### config.mk
export PLATFORM = sky130hd
export DESIGN_NAME = cd_csr_host
export DESIGN_NICKNAME = d
export VERILOG_FILES = /design/src/rtl/cd_csr_host.sv
export SDC_FILE = /design/constraint.sdc
export NUM_CORES = 1
export LEC_CHECK = 0
export ABC_AREA = 0
export BUFFER_PORTS_ARGS = -buffer_cell sky130_fd_sc_hd__buf_2
export CORE_UTILIZATION = 45
export CTS_CLUSTER_DIAMETER = 30
export DETAILED_ROUTE_END_ITERATION = 6
export PLACE_DENSITY = 0.67
export REMOVE_ABC_BUFFERS = 1
export SYNTH_ARGS = -nofsm -noshare
export SYNTH_HDL_FRONTEND = slang
export SYNTH_SLANG_ARGS = --single-unit
### constraint.sdc
create_clock -name clk -period 2.5 [get_ports clk]
set_input_delay 0.375 -clock clk [delete_from_list [all_inputs] [get_ports clk]]
set_output_delay 0.375 -clock clk [all_outputs]
set_load 0.1 [all_outputs]
### src/rtl/cd_csr_host.sv
// cd_csr_host: CSR-bus initiator for one cdbus instance, with no CPU in the loop.
// It polls INT_FLAG, drains received frames from the RX page to the rx byte stream,
// and loads frames from the tx byte stream into the TX page.
// Ports:
//   clk, reset_n                      clock, synchronous active-low reset
//   irq                               cdbus interrupt (level)
//   csr_address/read/readdata         CSR read path (readdata is valid one cycle after the strobe)
//   csr_write/writedata               CSR write path
//   tx_data/valid/last, tx_ready      outgoing frame stream (src,dst,len,payload)
//   rx_data/valid/last, rx_ready      received frame stream (src,dst,len,payload)
//   tx_ovf, rx_lost, tx_err           single-cycle event pulses
module cd_csr_host #(
  parameter logic [4:0]  A_INT_FLAG  = 5'h10,
  parameter logic [4:0]  A_RX        = 5'h14,
  parameter logic [4:0]  A_TX        = 5'h15,
  parameter logic [4:0]  A_RX_CTRL   = 5'h16,
  parameter logic [4:0]  A_TX_CTRL   = 5'h17,
  parameter logic [15:0] POLL_PERIOD = 16'd1000
) (
  input  logic       clk,
  input  logic       reset_n,
  input  logic       irq,
  output logic [4:0] csr_address,
  output logic       csr_read,
  input  logic [7:0] csr_readdata,
  output logic       csr_write,
  output logic [7:0] csr_writedata,
  input  logic [7:0] tx_data,
  input  logic       tx_valid,
  input  logic       tx_last,
  output logic       tx_ready,
  output logic [7:0] rx_data,
  output logic       rx_valid,
  output logic       rx_last,
  input  logic       rx_ready,
  output logic       tx_ovf,
  output logic       rx_lost,
  output logic       tx_err
);

  typedef enum logic [3:0] {
    S_IDLE,
    S_FLAG_RD,
    S_FLAG_WAIT,
    S_RX_RD,
    S_RX_WAIT,
    S_RX_HOLD,
    S_RX_REL,
    S_TX_DATA,
    S_TX_SEND
  } state_t;

  state_t      state, state_n;
  logic [15:0] poll_cnt;
  logic        poll_clr;
  logic        poll_due;
  logic [1:0]  rx_idx;   // 0..2 = header byte index, 3 = payload phase
  logic [7:0]  rx_rem;   // payload bytes still to deliver
  logic [7:0]  rx_hold;  // byte held while downstream stalls
  logic [8:0]  tx_cnt;   // bytes written to the TX page, saturates at 256
  logic [7:0]  rx_byte;
  logic        rx_is_last;

  assign poll_due = (poll_cnt == POLL_PERIOD - 16'd1);

  // The read byte is forwarded straight from csr_readdata in its valid cycle so a
  // byte can go out every two cycles; if the consumer stalls it comes from rx_hold.
  assign rx_byte    = (state == S_RX_WAIT) ? csr_readdata : rx_hold;
  assign rx_is_last = ((rx_idx == 2'd2) && (rx_byte == 8'h00)) ||
                      ((rx_idx == 2'd3) && (rx_rem == 8'd1));

  always_comb begin
    state_n       = state;
    poll_clr      = 1'b0;
    csr_address   = '0;
    csr_read      = 1'b0;
    csr_write     = 1'b0;
    csr_writedata = '0;
    tx_ready      = 1'b0;
    rx_data       = '0;
    rx_valid      = 1'b0;
    rx_last       = 1'b0;
    tx_ovf        = 1'b0;
    rx_lost       = 1'b0;
    tx_err        = 1'b0;
    case (state)
      S_IDLE: begin
        if (irq || poll_due) begin
          state_n  = S_FLAG_RD;
          poll_clr = 1'b1;
        end
      end
      S_FLAG_RD: begin
        csr_read    = 1'b1;
        csr_address = A_INT_FLAG;
        state_n     = S_FLAG_WAIT;
      end
      S_FLAG_WAIT: begin
        rx_lost = csr_readdata[3];
        tx_err  = csr_readdata[7];
        if (csr_readdata[1])                  state_n = S_RX_RD;
        else if (tx_valid && csr_readdata[5]) state_n = S_TX_DATA;
        else                                  state_n = S_IDLE;
      end
      S_RX_RD: begin
        csr_read    = 1'b1;
        csr_address = A_RX;
        state_n     = S_RX_WAIT;
      end
      S_RX_WAIT, S_RX_HOLD: begin
        rx_valid = 1'b1;
        rx_data  = rx_byte;
        rx_last  = rx_is_last;
        if (rx_ready) state_n = rx_is_last ? S_RX_REL : S_RX_RD;
        else          state_n = S_RX_HOLD;
      end
      S_RX_REL: begin
        csr_write     = 1'b1;
        csr_address   = A_RX_CTRL;
        csr_writedata = 8'h02;
        state_n       = S_FLAG_RD;
        poll_clr      = 1'b1;
      end
      S_TX_DATA: begin
        tx_ready = 1'b1;
        if (tx_valid) begin
          // Bytes beyond the 256-byte page are accepted but not written.
          if (!tx_cnt[8]) begin
            csr_write     = 1'b1;
            csr_address   = A_TX;
            csr_writedata = tx_data;
          end
          if (tx_last) begin
            tx_ovf  = tx_cnt[8];
            state_n = S_TX_SEND;
          end
        end
      end
      S_TX_SEND: begin
        csr_write     = 1'b1;
        csr_address   = A_TX_CTRL;
        csr_writedata = 8'h02;
        state_n       = S_IDLE;
      end
      default: state_n = S_IDLE;
    endcase
  end

  always_ff @(posedge clk) begin
    if (!reset_n) begin
      state    <= S_IDLE;
      poll_cnt <= '0;
      rx_idx   <= '0;
      rx_rem   <= '0;
      rx_hold  <= '0;
      tx_cnt   <= '0;
    end else begin
      state <= state_n;
      // Timer runs in every state and saturates, so a poll that fell due during
      // a long transfer is issued as soon as the FSM returns to IDLE.
      if (poll_clr)      poll_cnt <= '0;
      else if (!poll_due) poll_cnt <= poll_cnt + 16'd1;
      if (state == S_FLAG_WAIT) begin
        rx_idx <= '0;
        tx_cnt <= '0;
      end
      if (state == S_RX_WAIT) rx_hold <= csr_readdata;
      if (rx_valid && rx_ready) begin
        if (rx_idx != 2'd3) begin
          rx_idx <= rx_idx + 2'd1;
          if (rx_idx == 2'd2) rx_rem <= rx_byte;
        end else begin
          rx_rem <= rx_rem - 8'd1;
        end
      end
      if (state == S_TX_DATA && tx_valid && !tx_cnt[8]) tx_cnt <= tx_cnt + 9'd1;
    end
  end

endmodule

# After elaboration in Yosys (flattened, before gate mapping)
# Index checks and enable logic that the tools add are counted.
classes:
  n_addsub: 4
  n_mul: 0
  div: 0
  n_lt_le_gt_ge: 0
  n_eq_ne: 17
  shift: 0
  n_mux: 37
  bitwise_logic: 1
  n_reduce_logical: 18
ops:
  columns: ["operator", "n"]
  rows:
  - ["two-way mux 8 bit", 6]
  - ["one-hot mux 4 bit (7 select lines)", 1]
  - ["one-hot mux 5 bit (5 select lines)", 1]
  - ["two-way mux 9 bit", 2]
  - ["adder 16 x 1 -> 16 bit, second input constant", 1]
  - ["== test 16 x 10 -> 1 bit, second input constant", 1]
  - ["== test 4 x 3 -> 1 bit, second input constant", 4]
  - ["one-hot mux 8 bit (2 select lines)", 1]
  - ["two-way mux 1 bit", 12]
  - ["two-way mux 3 bit", 4]
  - ["two-way mux 4 bit", 3]
  - ["two-way mux 5 bit", 2]
  - ["inequality test 2 bit, second input constant", 5]
  - ["adder 9 x 1 -> 9 bit, second input constant", 1]
  - ["== test 4 x 2 -> 1 bit, second input constant", 2]
  - ["== test 8 x 1 -> 1 bit, second input constant", 1]
  - ["logical NOT 8 bit", 1]
  - ["OR reduction 2 bit", 4]
  - ["subtractor 8 x 1 -> 8 bit, second input constant", 1]
  - ["logical AND 1 bit", 6]
  - ["two-way mux 2 bit", 3]
  - ["== test 2 bit, second input constant", 2]
  - ["== test 4 x 1 -> 1 bit, second input constant", 1]
  - ["== test 4 bit, second input constant", 1]
  - ["other kinds (9)", 11]
word_totals:
  reg_bits: 47
  latchBits: 0
  ram_bits: 0
  romBits: 0
  inputBits: 22
  output_inout_bits: 29
  mem_count: 0

# Logic depth before layout (Yosys ltp)
# Gate-level depths: netlist of run 1.
depth:
  ltp_word: 8
  ltp_mapped: 8
  mapped_depth_nobuf: 7

# Least setup slack after synthesis of run 1
# No wires, ideal clock.
synth_path:
  path_kind: "reg2out"
  startpoint: "register state[3]"
  endpoint: "output csr_address[0]"
  arrival_time_ps: 3587
  t_required_ps: 2125
  path_slack_ps: -1462
  path_stages_with_launch: 3
  path_buffers: 0
  path_cell_list: "dfxtp_1 inv_1 o41ai_1"
synth_via:
  elab_chain_len: 2
  elab_cells_between_ends: 6
synth_rtl:
  columns: ["item", "line", "source"]
  rows:
  - ["from (decl)", "53", "state_t state, state_n;"]
  - ["from (signal assigned)", "158", "state <= state_n;"]
  - ["== test 4 bit, or another cell as far along", "86", "case (state)"]
  - ["one-hot mux 5 bit (5 select lines) *", "86", null]
  - ["to (decl)", "23", "output logic [4:0] csr_address,"]
# Every way passes the cells marked *; elsewhere a longest branch is shown, timed or not.

# Final worst setup path of run 1
layout_path:
  startpoint: "register rx_idx[0]"
  endpoint: "output rx_last"
layout_via:
  elab_chain_len: 4
  elab_cells_between_ends: 6
layout_rtl:
  columns: ["item", "line", "source"]
  rows:
  - ["from (decl)", "57", "logic [1:0] rx_idx;"]
  - ["from (signal assigned)", "170", "rx_idx <= rx_idx + 2'd1;"]
  - ["== test 2 bit (on tied branches)", "69, 70", null]
  - ["logical AND 1 bit (on tied branches)", "69, 70", null]
  - ["logical OR 1 bit *", "69", "assign rx_is_last = ((rx_idx == 2'd2) && (rx_byte == 8'h00)) ||"]
  - ["two-way mux 1 bit *", "86", null]
  - ["to (decl)", "34", "output logic rx_last,"]
# Marks and branches as above.

==> run_results.csv, run 1 <==
group,metric,value,unit
setup_path,crit_slowest_cell,"or4b_4",
setup_path,critical_path_class,"reg -> out",
floorplanning,row_count,27,
pwr,p_leak,1.38,nW
drt,route.detailed.drc,0,
drt,finalWirelength,6300,um
final_layout,multi_input_area,1570,sq um
placement,finalWeightedCongestion,0.844,
synth,synth.area.top_cells,"dfxtp_1, nor2_1, nand2_1",
floorplanning,die_y,78.5,um
timing,setup_viol,0,
floorplanning,die_w,78.5,um
global_route,grt.total_usage,21.7,%
timing,hold_viol,0,
clock_tree,cts-resized-gates,0,
drt,vias,2435,
global_route,globalRouteOverflowTotal,0,
clock_tree,path_clk_slew,0.09,ns
status,status,"finished, final reports clean",
synth,synth_area_leader_cell,"dfxtp_1",
timing,min_period,2.40,ns
setup_path,end_kind,"primary output",
setup_path,ff2ff_setup_slack,0.54,ns
final_layout,utilization,60.4,%
synth,ys_seq_elements,47,
timing,fin_worst_skew,0.0107,ns
floorplanning,initial_core_util,47.2,%
timing,drv_slew,0,
global_route,antenna_found_initial,0,
worst_hold_path,hold_start,"csr_readdata[4]",
final_layout,drive_gt1_share,19.7,%
synth,synth_area_per_cell,8.15,sq um
floorplanning,core,5570,sq um
clock_tree,h-tree-depth,2,
placement,hpwl,4570,um
synth,yosysWarningCount,0,
floorplanning,die_area,6160,sq um
setup_path,r2r_start,"poll_cnt[0]$_SDFFE_PP0N_",
final_layout,layout_commonest_cell,"nor2_1",
global_route,grt_pass1_wl,10500,um
setup_path,worst_path_largest_cell_delay,0.48,ns
setup_path,cp.required,2.12,ns
setup_path,path_max_fanout,4,
setup_path,cp_cell_sequence,"ha_1 -> or4b_4 -> nand4bb_1 -> o211ai_2 -> and2_4 -> buf_12",
final_layout,antenna_cells,0,
setup_path,critPathArrivalTime,2.03,ns
synth,ys_seq_area_share,35.7,%
drt,drt_iter0_drc,111,
worst_hold_path,holdPathStages,3,
timing,fin_ws,0.0991,ns
clock_tree,cts_hold_buf,0,
drt,drt-pass1-iter-count,4,
drt,avgViaCountPerCell,5.50,
setup_path,cp-start-kind,"flip-flop",
clock_tree,post-cts-setup-buffers,0,
final_layout,fin_nets,398,
placement,pre_cts_ws,0.347,ns
synth,syn_inst,323,
worst_hold_path,holdPathEnd,"rx_hold[4]$_SDFF_PN0_",
run,drv.max_cap_violation_count,0,
global_route,grt_pass1_vias,2251,
final_layout,n_fill_cell,488,
synth,synthFlopType,"dfxtp_1",
floorplanning,io_pins,51,
clock_tree,cts_buffers,5,
clock_tree,clk_path_buf_depth,2,
pwr,powerDensity,580,nW/um^2
clock_tree,clk_latency,0.30,ns
timing,finalCritPeriodShare,96.0,%
synth,netlist_area,2630,sq um
clock_tree,cts_tree,"done",
synth,netlist.area_leader.share,35.7,%
setup_path,reg2reg_depth,6,
synth,async_reset_ff_share,0,%
timing,rsz0062_at_grt,"no",
timing,slew_headroom,60.9,%
drt,drtAntennaViolNets,0,
timing,max_freq,417,MHz
final_layout,syn_to_final_growth,27.9,%
synth,ys_types,58,
timing,tns,0,ns
worst_hold_path,hold_path_class,"in -> reg",
final_layout,most-common-layout-cells,"nor2_1, dfxtp_1, nand2_1",
global_route,grt_max_degree,34,
timing,tightest_slew,0.586,ns
final_layout,area.sequential,943,sq um
setup_path,r2r-end,"state[0]$_SDFFE_PN0P_",
placement,port-buffer-count,49,
synth,synth_edf_count,0,
pwr,ir_worst_vdd,0.395,mV
drt,routedWlPerCell,14.2,um
clock_tree,cts.sinks,47,
clock_tree,root_buffer,"clkbuf_8",
where the power goes:
group	switching (mW)	total, mW	internal (mW)
Combinational	0.333	0.474	0.141
Clock	0.264	0.664	0.400
Sequential	0.0416	0.816	0.775
Total	0.639	1.95	1.32
cell type report:
cell class                 instances  share of cell area (%)
multi-input combinational        250                    46.7
sequential                        47                    28.0
timing repair buffer              54                    17.4
tap                               72                    2.67
clock buffer                       6                    2.15
clock inverter                     2                    1.78
inverter                          12                    1.34
critical path, delay by kind of cell (launching register included):
family,cells,cell delay [ns]
adder cells (fa/ha/maj),1,0.18
buffers and inverters,1,0.17
flip-flops,1,0.39
AND/OR/NAND/NOR,3,0.88
AO/OA/AOI/OAI,1,0.10
metrics by stage:
| step | hold WS, ns | power (mW) | cells | cell area, sq um |
|---|---|---|---|---|
| after floorplan | 0.468 | 1.15 | 309 | 2550 |
| after global placement | 0.483 | 1.30 | 435 | 3220 |
| after detailed placement | 0.491 | 1.30 | 435 | 3220 |
| after CTS | 0.412 | 1.96 | 443 | 3360 |
| after global routing | 0.429 | 2.03 | 443 | 3370 |
| final | 0.417 | 1.95 | 443 | 3370 |
synth_stat cells, types with 5 or more instances:
| master | instances |
|---|---|
| ha_1 | 6 |
| inv_1 | 12 |
| a21oi_1 | 13 |
| o21ai_0 | 16 |
| and2_1 | 11 |
| nand3b_1 | 7 |
| mux2i_1 | 9 |
| nor3_1 | 12 |
| xnor2_1 | 9 |
| buf_2 | 5 |
| nand3_1 | 10 |
| nand2_1 | 29 |
| and3_1 | 7 |
| dfxtp_1 | 47 |
| xor2_1 | 8 |
| nor2_1 | 47 |
| clkbuf_1 | 5 |
| nor2b_1 | 10 |
state kept, by name, summed over array words and instances (netlist names):
name	flops
state	4
rx_idx	2
rx_hold	8
rx_rem	8
poll_cnt	16
tx_cnt	9
worst max path at each step:
stage / startpoint / endpoint / cells after the start
final: rx_idx[0]$_SDFF_PN0_ / rx_last / 6
after detailed placement: state[1]$_SDFFE_PN0P_ / csr_address[0] / 4
after floorplan: state[3]$_SDFFE_PN0P_ / csr_address[0] / 2
after global routing: state[2]$_SDFFE_PN0P_ / rx_data[0] / 5
after global placement: state[1]$_SDFFE_PN0P_ / csr_address[0] / 4
after CTS: state[1]$_SDFFE_PN0P_ / csr_address[0] / 4
routing by layer:
| metal | GRT usage, % | part of all wire, % | vias up |
|---|---|---|---|
| met5 | 0 | 0 | - |
| met4 | 9.26 | 2.5 | 0 |
| met3 | 5.12 | 4.8 | 13 |
| met2 | 33.9 | 46 | 63 |
| met1 | 28.4 | 47 | 1141 |
| li1 | - | - | 1218 |
kinds of logic after synthesis:
kind of cell               after synthesis  share of synthesized area [%]
adders and majority gates                6                           2.85
other                                    1                          0.142
buffers and inverters                   26                           4.80
xor gates and xnor gates                17                           5.66
AOI/OAI and AO/OA                       55                           14.3
muxes                                    9                           3.42
DFF                                     47                           35.7
and+or+nand+nor                        162                           33.1
No activity file was read; power rests on OpenSTA's default activity.
==> inputs of run 2 (changes only) <==
- CORE_UTILIZATION: 45 -> 50
- PLACE_DENSITY: 0.67 -> 0.73
==> run 2 against run 1 <==
Effect of this change:
- sequential power down 2%
- total power down 11%
- non-clock buffer count unchanged
- combinational power up 3%
- cell count down 0.45%
- cell area down 1.8%
==> run_results.csv, run 2 (synthesized netlist as in run 1, its figures left out) <==
group,metric,value,unit
global_route,globalRouteOverflowTotal,0,
timing,tns,0,ns
placement,finalWeightedCongestion,0.895,
drt,routedWlPerCell,14.0,um
drt,drt-pass1-iter-count,4,
floorplanning,initial_core_util,51.9,%
setup_path,cp.required,2.12,ns
clock_tree,path_clk_slew,0.08,ns
drt,route.detailed.drc,0,
floorplanning,core,5070,sq um
timing,setup_viol,0,
final_layout,largest_register_ffs,16,
final_layout,fin_nets,398,
clock_tree,cts_buffers,5,
final_layout,regMostFlops,"poll_cnt",
final_layout,area.sequential,941,sq um
final_layout,multi_input_area,1570,sq um
pwr,p_clk_share,25.6,%
pwr,share_seq_of_total_power,46.1,%
final_layout,n_fill_cell,446,
setup_path,critPathArrivalTime,2.01,ns
timing,drv_slew,0,
worst_hold_path,hold_path_class,"in -> reg",
timing,slew_headroom,61.1,%
placement,hpwl,4600,um
timing,rsz0062_at_grt,"no",
clock_tree,cts.sinks,47,
status,status,"finished, final reports clean",
timing,hold_viol,0,
floorplanning,die_w,74.6,um
pwr,p_leak,1.36,nW
drt,avgViaCountPerCell,5.45,
floorplanning,io_pins,51,
pwr,powerDensity,524,nW/um^2
final_layout,final_cell_area,3310,sq um
timing,finalCritPeriodShare,95.5,%
global_route,grt.total_usage,23.5,%
pwr,intPower,1.11,mW
setup_path,critical_path_class,"reg -> out",
timing,fin_worst_skew,0.00357,ns
final_layout,antenna_cells,0,
pwr,p_sw,0.618,mW
floorplanning,row_count,26,
run,drv.max_cap_violation_count,0,
placement,dp_cells,433,
final_layout,reg_top3,"poll_cnt: 16 flops, tx_cnt: 9 flops",
global_route,antenna_found_initial,0,
placement,pre_cts_ws,0.379,ns
clock_tree,cts_tree,"done",
timing,holdWs,0.430,ns
setup_path,r2r_start,"poll_cnt[0]$_SDFFE_PP0N_",
drt,finalWirelength,6170,um
pwr,switching_share,35.7,%
drt,drtAntennaViolNets,0,
setup_path,reg2reg_depth,6,
setup_path,timing.critical_path.from,"rx_idx[0]$_SDFF_PN0_",
timing,tightest_slew,0.584,ns
clock_tree,post-cts-setup-buffers,0,
setup_path,cp-start-kind,"flip-flop",
final_layout,stdcell_count,441,
timing,min_period,2.39,ns
final_layout,syn_to_final_growth,25.6,%
worst_hold_path,holdPathEnd,"rx_hold[4]$_SDFF_PN0_",
clock_tree,h-tree-depth,2,
final_layout,drive_gt1_share,18.9,%
pwr,combPwrFrac,28.2,%
clock_tree,root_buffer,"clkbuf_8",
global_route,grt_pass1_wl,9970,um
floorplanning,die_y,74.6,um
clock_tree,clk_path_buf_depth,2,
setup_path,end_kind,"primary output",
drt,vias,2403,
drt,drt_iter0_drc,133,
floorplanning,die_area,5560,sq um
worst_hold_path,hold_start,"csr_readdata[4]",
setup_path,r2r-end,"state[0]$_SDFFE_PN0P_",
timing,max_freq,419,MHz
setup_path,path_max_fanout,4,
setup_path,ff2ff_setup_slack,0.46,ns
placement,port-buffer-count,49,
placement,place_area,3220,sq um
global_route,grt_pass1_vias,2129,
timing,fin_ws,0.114,ns
pwr,ir_worst_vdd,0.337,mV
worst_hold_path,holdPathStages,3,
final_layout,most-common-layout-cells,"nor2_1, dfxtp_1, nand2_1, buf_2, buf_12",
clock_tree,clk_latency,0.30,ns
global_route,grt_max_degree,34,
==> run 2: cell type report <==
cell class | count | share of cell area (%)
multi-input cells | 250 | 47.4
flip-flops and latches | 47 | 28.5
repair buffers | 54 | 17.6
well taps | 70 | 2.65
clock buffers | 7 | 2.31
inverters | 12 | 1.36
clock inverters | 1 | 0.151
==> run 2: per-layer routing <==
metal / part of all wire (%) / GRT usage (%)
met5: 0 / 0
met4: 1.2 / 7.76
met2: 50 / 39.2
met1: 46 / 30.6
met3: 2.9 / 4.47
==> run 2: worst max-delay path, cell delays in order (launching register included) <==
cell       delay [ns]
dfxtp_1          0.38
ha_1             0.17
or4b_4           0.47
nand4bb_1        0.23
o211ai_2         0.10
and2_4           0.18
buf_12           0.17
==> run 2: power groups by stage <==
stage / registers, mW / logic, mW / clock network (mW)
2_1_floorplan: 0.819 / 0.331 / 0
3_3_place_gp: 0.815 / 0.483 / 0
3_5_place_dp: 0.815 / 0.487 / 0
4_1_cts: 0.798 / 0.488 / 0.460
5_1_grt: 0.803 / 0.518 / 0.492
6_report: 0.799 / 0.489 / 0.443
==> run 2: how the worst max path moves through the flow <==
stage                                 to  slack, ns  cells past startpoint
after floorplan           csr_address[0]      -1.46                      2
after global placement    csr_address[4]       0.43                      5
after detailed placement  csr_address[4]       0.38                      5
after CTS                 csr_address[4]       0.04                      5
after global routing             rx_last       0.02                      6
final                            rx_last       0.11                      6
==> run 2: timing repair <==
item / 4_1_cts / 5_1_grt
hold buffers: 0 / 0
resized for setup: 0 / 2
endpoints found under the setup margin: 0 / 12
==> run 2: per-stage QoR <==
stage,power (mW),util [%]
floorplan,1.15,-
global placement,1.30,63.5
detailed placement,1.30,63.5
CTS,1.75,65.1
global route,1.81,65.2
finish,1.73,65.2
